==> src/rtl/serial_adder_pkg.sv <==
// Shared constants for the bit-serial adder: FSM state encoding and default operand width.
package serial_adder_pkg;

   localparam int DEFAULT_WIDTH = 8;

   // 2'd3 is unreachable; the FSM decodes it back to IDLE.
   typedef enum logic [1:0] {
      ST_IDLE  = 2'd0,
      ST_SHIFT = 2'd1,
      ST_DONE  = 2'd2
   } state_t;

endpackage

==> src/rtl/serial_adder_full_adder_bit.sv <==
// Combinational 1-bit full adder, the single arithmetic cell of the serial adder datapath.
module full_adder_bit (
   input  logic i_a,
   input  logic i_b,
   input  logic i_cin,
   output logic o_sum,
   output logic o_cout
);

   assign o_sum  = i_a ^ i_b ^ i_cin;
   assign o_cout = (i_a & i_b) | (i_a & i_cin) | (i_b & i_cin);

endmodule

==> src/rtl/serial_adder.sv <==
// Bit-serial ripple adder: {o_cout,o_sum} = i_a + i_b + i_cin, one bit per clock, LSB first.
module serial_adder
   import serial_adder_pkg::*;
#(
   parameter int WIDTH = DEFAULT_WIDTH
) (
   input  logic             i_clk,
   input  logic             i_rst_n,
   input  logic             i_start,
   input  logic [WIDTH-1:0] i_a,
   input  logic [WIDTH-1:0] i_b,
   input  logic             i_cin,
   output logic             o_busy,
   output logic             o_done,
   output logic [WIDTH-1:0] o_sum,
   output logic             o_cout
);

   localparam int CNT_W = $clog2(WIDTH);

   state_t           r_state;
   state_t           w_state_next;
   logic [WIDTH-1:0] r_a;
   logic [WIDTH-1:0] r_b;
   logic [WIDTH-1:0] r_sum;
   logic             r_carry;
   logic             r_cout;
   logic [CNT_W-1:0] r_cnt;
   logic             w_accept;
   logic             w_shift;
   logic             w_last;
   logic             w_bit_sum;
   logic             w_bit_carry;

   full_adder_bit u_fa (
      .i_a    (r_a[0]),
      .i_b    (r_b[0]),
      .i_cin  (r_carry),
      .o_sum  (w_bit_sum),
      .o_cout (w_bit_carry)
   );

   assign w_last = (r_cnt == CNT_W'(WIDTH - 1));

   always_ff @(posedge i_clk or negedge i_rst_n) begin
      if (!i_rst_n) begin
         r_state <= ST_IDLE;
      end else begin
         r_state <= w_state_next;
      end
   end

   always_comb begin
      w_state_next = r_state;
      w_accept     = 1'b0;
      w_shift      = 1'b0;
      o_busy       = 1'b0;
      o_done       = 1'b0;
      case (r_state)
         ST_IDLE: begin
            if (i_start) begin
               w_accept     = 1'b1;
               w_state_next = ST_SHIFT;
            end
         end
         ST_SHIFT: begin
            o_busy  = 1'b1;
            w_shift = 1'b1;
            if (w_last) begin
               w_state_next = ST_DONE;
            end
         end
         ST_DONE: begin
            o_busy       = 1'b1;
            o_done       = 1'b1;
            w_state_next = ST_IDLE;
         end
         default: begin
            w_state_next = ST_IDLE;
         end
      endcase
   end

   // Sum bits enter at the MSB so that after WIDTH steps bit 0 lands in position 0.
   always_ff @(posedge i_clk or negedge i_rst_n) begin
      if (!i_rst_n) begin
         r_a     <= '0;
         r_b     <= '0;
         r_sum   <= '0;
         r_carry <= 1'b0;
         r_cout  <= 1'b0;
         r_cnt   <= '0;
      end else if (w_accept) begin
         r_a     <= i_a;
         r_b     <= i_b;
         r_sum   <= '0;
         r_carry <= i_cin;
         r_cout  <= 1'b0;
         r_cnt   <= '0;
      end else if (w_shift) begin
         r_a     <= r_a >> 1;
         r_b     <= r_b >> 1;
         r_carry <= w_bit_carry;
         r_sum   <= {w_bit_sum, r_sum[WIDTH-1:1]};
         if (w_last) begin
            r_cout <= w_bit_carry;
         end else begin
            r_cnt <= r_cnt + CNT_W'(1);
         end
      end
   end

   assign o_sum  = r_sum;
   assign o_cout = r_cout;

endmodule

==> config.mk <==
export PLATFORM = sky130hd
export DESIGN_NAME = serial_adder
export DESIGN_NICKNAME = d
export VERILOG_FILES = /design/src/rtl/serial_adder_pkg.sv /design/src/rtl/serial_adder_full_adder_bit.sv /design/src/rtl/serial_adder.sv
export SDC_FILE = /design/constraint.sdc
export NUM_CORES = 1
export LEC_CHECK = 0
export BUFFER_PORTS_ARGS = -buffer_cell sky130_fd_sc_hd__clkbuf_2
export CAP_MARGIN = 25
export CORE_MARGIN = 2
export CORE_UTILIZATION = 53
export CTS_CLUSTER_SIZE = 30
export DETAILED_ROUTE_END_ITERATION = 8
export MAX_ROUTING_LAYER = met4
export PLACE_DENSITY = 0.78
export REMOVE_ABC_BUFFERS = 1
export SETUP_SLACK_MARGIN = 0.2
export SLEW_MARGIN = 10
export SYNTH_ARGS = -nofsm -noshare
export SYNTH_HDL_FRONTEND = slang
export SYNTH_SLANG_ARGS = --single-unit
==> constraint.sdc <==
create_clock -name i_clk -period 1.8 [get_ports i_clk]
set_input_delay 0.09 -clock i_clk [delete_from_list [all_inputs] [get_ports i_clk]]
set_output_delay 0.09 -clock i_clk [all_outputs]
set_load 0.02 [all_outputs]
# == Word level (Yosys, flattened, before mapping) ==
# Cells that the tools add are included.
# Widths: inputs -> output; s select.
# totals
output_inout_bits,11
elab_cells,50
ff_bits,31
inputBits,20
# op_classes
muxes,22
n_bitwise,7
eq_ne,6
reduce_logical,7
addsub,1
# op_table
operator,count
$mux 8,6
$mux 1,10
$mux 3,3
$ne 2x2->1 const B,3
$reduce_and 2->1,3
$mux 2,2
$pmux 2 s2,1
$reduce_bool 2->1,2
$add 3x1->3 const B,1
$and 1x1->1,3
$eq 3x3->1 const B,1
$eq 2x1->1 const B,1
$eq 2x2->1 const B,1
$logic_not 2->1,1
$or 1x1->1,2
$reduce_or 2->1,1
$xor 1x1->1,2

# == Logic depth before layout (Yosys ltp) ==
# Gate-level depths: netlist (run 1).
# depth
ltp_word,6
ltp_mapped,7
depth_no_buf,5

# == By module ==
# A second synthesis (run 1) with hierarchy kept.
# unflattened
hier_cells,135
area_unflattened_um2,1481.4
# by_module_without_submodules
module,n_inst,cells_per_inst,seq_area_each_um2,area_per_inst_um2
serial_adder,1,134,775.7,1461.4
full_adder_bit,1,1,0.0,20.0

# == Worst setup path after synthesis (run 1) ==
# Ideal clock, no wire load.
# synth_timing
kind,reg-to-reg
startpoint,reg r_cnt[0]
endpoint,reg r_state[0]
t_required_ps,1675
t_arrival_ps,1283
setup_time_ps,125
synth_period_minus_slack_ps,1409
stages_incl_launch_ff,6
setup_slack_ps,391
path_buffers,0
cell_sequence,dfrtp_1 ha_1 ha_1 nor2b_4 nor2_1 mux2_4
# synth_between
elab_chain_cells,3
# synth_rtl
item,line_no,source
start: declaration,serial_adder.sv:28,logic [CNT_W-1:0] r_cnt;
start signal: assignment,serial_adder.sv:108,r_cnt <= r_cnt + CNT_W'(1);
$eq 3x3->1,serial_adder.sv:43,assign w_last = (r_cnt == CNT_W'(WIDTH - 1));
$ne 2x2->1 (no line),-,
$reduce_and 2->1 (no line),-,
end signal: assignment,serial_adder.sv:49,r_state <= w_state_next;
end: declaration,serial_adder.sv:21,state_t r_state;
# No other way between the ends.
# A chain may end at the register's enable or synchronous reset.

# == Final worst setup path (run 1) ==
# Ends and elaborated chain as after synthesis.

==> impl_metrics.csv, run 1 <==
group,metric,value,unit
die,dieArea,0.00326,mm^2
placement,dpl.hpwl,1.82,mm
worst_setup_path,start_kind,"flip-flop",
finish,finalInstanceArea,0.00192,mm^2
job,maxCapViolCount,0,
route,viasPerCell,5.07,
route,routed_wl,2.84,mm
route,first_iter_violations,39,
sta,rsz0062_at_grt,"false",
route,drc,0,
global_route,grt_pass1_vias,1161,
global_route,antenna_found_initial,0,
clock_tree,cts_buffers,5,
finish,fin_nets,215,
worst_setup_path,crit_type,"flip-flop to flip-flop",
clock_tree,htreeDepth,2,
sta,fin_crit_sh,85.1,%
die,coreArea,0.00271,mm^2
sta,fmax,653,MHz
global_route,grt_max_degree,47,
finish,num-fill-cells,210,
sta,finalMaxSlewViolations,0,
route,dr.pass1.iters,3,
die,rows,19,
logic_synthesis,synth_top_area_cell,"dfrtp_1",
pwr,p_per_area,1590,mW/mm^2
sta,fin_skew,0.00317,ns
sta,setup_violations,0,
worst_setup_path,required,2.02,ns
placement,io_buffer_count,30,
worst_setup_path,crit_arrival,1.75,ns
clock_tree,postCtsSetupBuffers,0,
pwr,power.total,3.04,mW
clock_tree,cts_root_buf,"clkbuf_4",
logic_synthesis,syn_area,0.00150,mm^2
sta,worst_pin_slew,0.759,ns
global_route,grt_pass1_wl,4.95,mm
placement,gp_congestion,0.789,
sta,finalHoldViolations,0,
logic_synthesis,netlist_instances,139,
die,die_h,57.1,um
route,avgRoutedWirePerCell,12.9,um
sta,finalCriticalPeriod,1.53,ns
global_route,grt_overflow_total,0,
pwr,ir_worst_vdd,1120,uV
logic_synthesis,ys_warn_count,0,
route,vias,1115,
clock_tree,clk_latency,0.32,ns
min_path,hold_class,"primary input to flip-flop",
die,start_util,55.2,%
logic_synthesis,synth.distinct_cells,22,
finish,layout-drive-gt1-share,22.8,%
logic_synthesis,syn_area_per_cell,10.8,um^2
pwr,p_leak,0.977,nW
status,outcome,"finished, final reports clean",
die,ios,31,
placement,dpl-instance-area,0.00166,mm^2
clock_tree,cts.path.max_buffers,2,
sta,maxSlewHeadroom,49.4,%
finish,area.growth.synth_to_final,28.1,%
clock_tree,cts_tree,"built",
clock_tree,cts.clk_slew.worst_paths,0.09,ns
worst_setup_path,path_max_fanout,4,
route,antenna_left,0,
logic_synthesis,seq_area_frac_synth,51.9,%
worst_setup_path,end_kind,"flip-flop",
logic_synthesis,ys_seq_elements,31,
clock_tree,clock-sinks,31,
logic_synthesis,synth_top_area_share,51.9,%
die,die_w,57.1,um
finish,diodes,0,
global_route,track_usage,20.5,%
logic_synthesis,synthTopCellsByArea,"dfrtp_1 52%, mux2i_1 14%, nand2_1 6.0%",
-- what timing repair did --
action                                 CTS  global route
setup endpoints to repair                0             1
hold buffers                            18             0
endpoints found under the hold margin   48             0
gates resized for setup                  0             1
-- final cells by class --
class	count	area (um^2)	area share [%]
Sequential cell	31	776	40.5
Multi-Input combinational cell	95	643	33.6
Timing Repair Buffer	50	370	19.3
Clock buffer	8	68.8	3.59
Tap cell	31	38.8	2.02
Inverter	5	18.8	0.980
-- worst paths after layout --
check | start | to | slack, ns | cells past startpoint
max in group asynchronous | i_rst_n | r_a[6]$_DFFE_PN0P_ | 0.97 | 2
worst min register to register | r_state[1]$_DFFE_PN0P_ | r_state[1]$_DFFE_PN0P_ | 0.54 | 1
min in group asynchronous | i_rst_n | o_sum[2]$_DFFE_PN0P_ | 0.36 | 2
worst min-delay path | i_start | r_state[1]$_DFFE_PN0P_ | 0.14 | 3
worst max-delay path | r_cnt[0]$_DFFE_PN0P_ | r_state[0]$_DFFE_PN0P_ | 0.27 | 5
worst max register to register | r_cnt[0]$_DFFE_PN0P_ | r_state[0]$_DFFE_PN0P_ | 0.27 | 5
-- state kept, by name, indices dropped and copies added, names as in the netlist --
name	cells
o_cout	1
o_sum	8
r_a	8
r_b	8
r_carry	1
r_cnt	3
r_state	2
-- layout by cell type, fill, tap and decap left out, types with 2 or more instances in the layout --
master         netlist  routed
clkbuf_8             0       2
nand2_1             24      24
mux2i_1             21      21
dfrtp_1             31      31
clkbuf_4             0       5
dlygate4sd3_1        0      18
ha_1                 6       5
inv_1                5       5
a21oi_1              3       3
o21ai_1             17      17
nor2_1              10      10
nand2b_1             3       3
clkbuf_2             0      30
buf_12               0       2
nor2b_1              2       2
-- cells in the mapped netlist, drive strengths merged --
master	number
a21oi	3
nor2	10
nor2b	3
or2	1
xnor2	1
and2	1
o22a	1
nand2	24
fa	1
mux2i	21
o21ai	18
ha	6
inv	5
mux2	1
a211oi	1
buf	8
dfrtp	31
nand2b	3
-- cell families after synthesis --
| kind of cell | after synthesis | share of synthesized area [%] |
|---|---|---|
| AOI/OAI and AO/OA | 23 | 8.45 |
| xor gates and xnor gates | 1 | 0.586 |
| adders and majority gates | 7 | 6.36 |
| buffers and inverters | 13 | 5.27 |
| DFF | 31 | 51.9 |
| muxes | 22 | 15.1 |
| and+or+nand+nor | 42 | 12.4 |
-- worst max-delay path, stage by stage (launching register included) --
cell     delay [ns]
dfrtp_1        0.40
ha_1           0.22
ha_1           0.25
nor2b_4        0.17
nor2_1         0.08
mux2_4         0.30
-- metal layers --
metal | GRT usage (%) | share of wire, % | vias up
met5 | - | 0 | -
li1 | - | - | 560
met2 | 34.6 | 52 | 25
met1 | 22.2 | 41 | 521
met4 | 7.31 | 2.5 | 0
met3 | 7.48 | 4.2 | 9
-- power by group --
group          switching (mW)  internal, mW
Sequential              0.189         0.993
Combinational           0.750         0.649
Clock                   0.227         0.230
Total                    1.17          1.87
-- stage by stage --
step / util, % / instances / setup WS (ns) / hold WS, ns / setup TNS [ns]
2_1_floorplan: - / 131 / -0.438 / -0.206 / -3.61
3_3_place_gp: 61.4 / 194 / 0.372 / 0.182 / 0
3_5_place_dp: 61.4 / 194 / 0.273 / 0.200 / 0
4_1_cts: 70.6 / 220 / 0.259 / 0.121 / 0
5_1_grt: 70.7 / 220 / 0.205 / 0.152 / 0
6_report: 70.7 / 220 / 0.268 / 0.138 / 0
(Power assumes the default switching activity.)
==> inputs of run 2 (changes only) <==
--- a/config.mk
+++ b/config.mk
@@ -7,6 +7,7 @@
 export LEC_CHECK = 0
 export BUFFER_PORTS_ARGS = -buffer_cell sky130_fd_sc_hd__clkbuf_2
 export CAP_MARGIN = 25
+export CORE_ASPECT_RATIO = 0.6
 export CORE_MARGIN = 2
 export CORE_UTILIZATION = 53
 export CTS_CLUSTER_SIZE = 30
@@ -15,6 +16,7 @@
 export PLACE_DENSITY = 0.78
 export REMOVE_ABC_BUFFERS = 1
 export SETUP_SLACK_MARGIN = 0.2
+export SKIP_CTS_REPAIR_TIMING = 1
 export SLEW_MARGIN = 10
 export SYNTH_ARGS = -nofsm -noshare
 export SYNTH_HDL_FRONTEND = slang
==> impl_metrics.csv, run 2 (synthesized netlist as in run 1, its figures left out) <==
group,metric,value,unit
route,drc,0,
sta,finalHoldViolations,0,
pwr,p_leak,0.909,nW
sta,finalCriticalPeriod,1.51,ns
pwr,ir_worst_vdd,811,uV
route,viasPerCell,5.06,
clock_tree,clock-sinks,31,
global_route,grt_pass1_vias,1005,
worst_setup_path,end_kind,"flip-flop",
worst_setup_path,required,1.97,ns
global_route,track_usage,19.3,%
global_route,grt_pass1_wl,4.49,mm
worst_setup_path,critPathBufInv,0,
finish,fin_nets,199,
sta,rsz0062_at_grt,"false",
route,routed_wl,2.61,mm
job,maxCapViolCount,0,
die,dieArea,0.00328,mm^2
status,outcome,"finished, final reports clean",
clock_tree,cts_tree,"built",
worst_setup_path,crit_family,"adder cells",
die,die_w,72.6,um
clock_tree,cts_root_buf,"clkbuf_8",
clock_tree,cts.clk_slew.worst_paths,0.07,ns
worst_setup_path,path_max_fanout,4,
worst_setup_path,start_kind,"flip-flop",
placement,dpl.hpwl,1.86,mm
worst_setup_path,crit_arrival,1.68,ns
route,antenna_left,0,
placement,dpl-instance-area,0.00166,mm^2
route,avgRoutedWirePerCell,12.7,um
die,die_h,45.1,um
clock_tree,cts.path.max_buffers,2,
sta,worst_slack,0.290,ns
placement,place_ws,0.300,ns
global_route,grt-busiest-layer,"met2",
global_route,grt_max_degree,47,
finish,finalInstanceArea,0.00176,mm^2
min_path,hold_class,"primary input to flip-flop",
global_route,use_met1,24.7,%
die,ios,31,
sta,fin_skew,0.00509,ns
sta,setup_violations,0,
sta,setup_tns,0,ns
sta,maxSlewHeadroom,50.3,%
placement,gp_congestion,0.768,
placement,io_buffer_count,30,
worst_setup_path,crit_path_max_incr_delay,0.40,ns
die,start_util,57.7,%
route,dr.pass1.iters,4,
finish,diodes,0,
pwr,p_per_area,1750,mW/mm^2
route,vias,1038,
worst_setup_path,cp_slowest_cell,"dfrtp_1",
finish,final_common_cell,"dfrtp_1",
clock_tree,htreeDepth,2,
die,rows,14,
global_route,grtUsageMet2,29.1,%
route,first_iter_violations,43,
finish,area.growth.synth_to_final,17.7,%
die,coreArea,0.00259,mm^2
sta,fin_crit_sh,83.9,%
sta,fmax,662,MHz
global_route,antenna_found_initial,0,
sta,finalMaxSlewViolations,0,
global_route,grtUsageMet3,6.03,%
worst_setup_path,cp_common_cell,"ha_1",
finish,layout_common_cells,"31 x dfrtp_1, 30 x clkbuf_2, 24 x nand2_1",
worst_setup_path,crit_type,"flip-flop to flip-flop",
finish,postLayoutCoreUtil,67.9,%
clock_tree,cts_buffers,5,
sta,worst_pin_slew,0.746,ns
worst_setup_path,cp_cell_sequence,"ha_1, ha_1, nor2b_4, nor2_1, mux2_4",
global_route,grt_overflow_total,0,
clock_tree,clk_latency,0.28,ns
finish,layout-drive-gt1-share,25.4,%
## run 2: cell count changes in the layout (fill, tap and decap cells not counted), sizes merged
cell         before  now
dlygate4sd3      18    1
clkinvlp          0    2
clkinv            0    1
clkbuf           38   35
buf               2    3
## run 2: stage by stage
stage	hold WS [ns]	total power [mW]	cells
final	0.0131	3.08	205
after global routing	0.0312	3.34	205
after CTS	-0.118	3.11	204
after detailed placement	0.198	2.56	196
after global placement	0.182	2.47	196
after floorplan	-0.206	2.16	131
## run 2: worst paths after layout
| check | startpoint | to | slack (ns) | cells past startpoint |
|---|---|---|---|---|
| hold / removal | i_a[7] | r_a[7]$_DFFE_PN0P_ | 0.01 | 3 |
| min in group asynchronous | i_rst_n | o_sum[3]$_DFFE_PN0P_ | 0.39 | 2 |
| setup reg to reg | r_cnt[0]$_DFFE_PN0P_ | r_state[0]$_DFFE_PN0P_ | 0.29 | 5 |
| max in group asynchronous | i_rst_n | r_a[5]$_DFFE_PN0P_ | 0.93 | 2 |
| hold reg to reg | o_sum[0]$_DFFE_PN0P_ | o_sum[0]$_DFFE_PN0P_ | 0.53 | 2 |
| setup / recovery | r_cnt[0]$_DFFE_PN0P_ | r_state[0]$_DFFE_PN0P_ | 0.29 | 5 |
## run 2: cell type report
type                       count  area, um^2
fill                         202         833
sequential                    31         776
multi-input combinational     95         641
timing repair buffer          34         195
clock buffer                   5        68.8
tap                           32        40.0
clock inverter                 3        20.0
inverter                       5        18.8
## run 2: metal layers
metal / wire, um / vias up / part of all wire, %
met5: 0 / - / 0
met4: 37 / 0 / 1.4
met3: 130 / 5 / 5.0
met2: 1190 / 29 / 46
met1: 1250 / 476 / 48
li1: - / 528 / -
## run 2: worst min-delay path, stage by stage
cell and delay, ns:
clkbuf_2 0.08, nand2_1 0.04, o21ai_1 0.05
## run 2: report_power, final
part	internal (mW)	leakage [nW]	switching [mW]
Combinational	0.609	0.470	0.750
Sequential	0.995	0.398	0.190
Clock	0.268	0.0402	0.269
Total	1.87	0.909	1.21
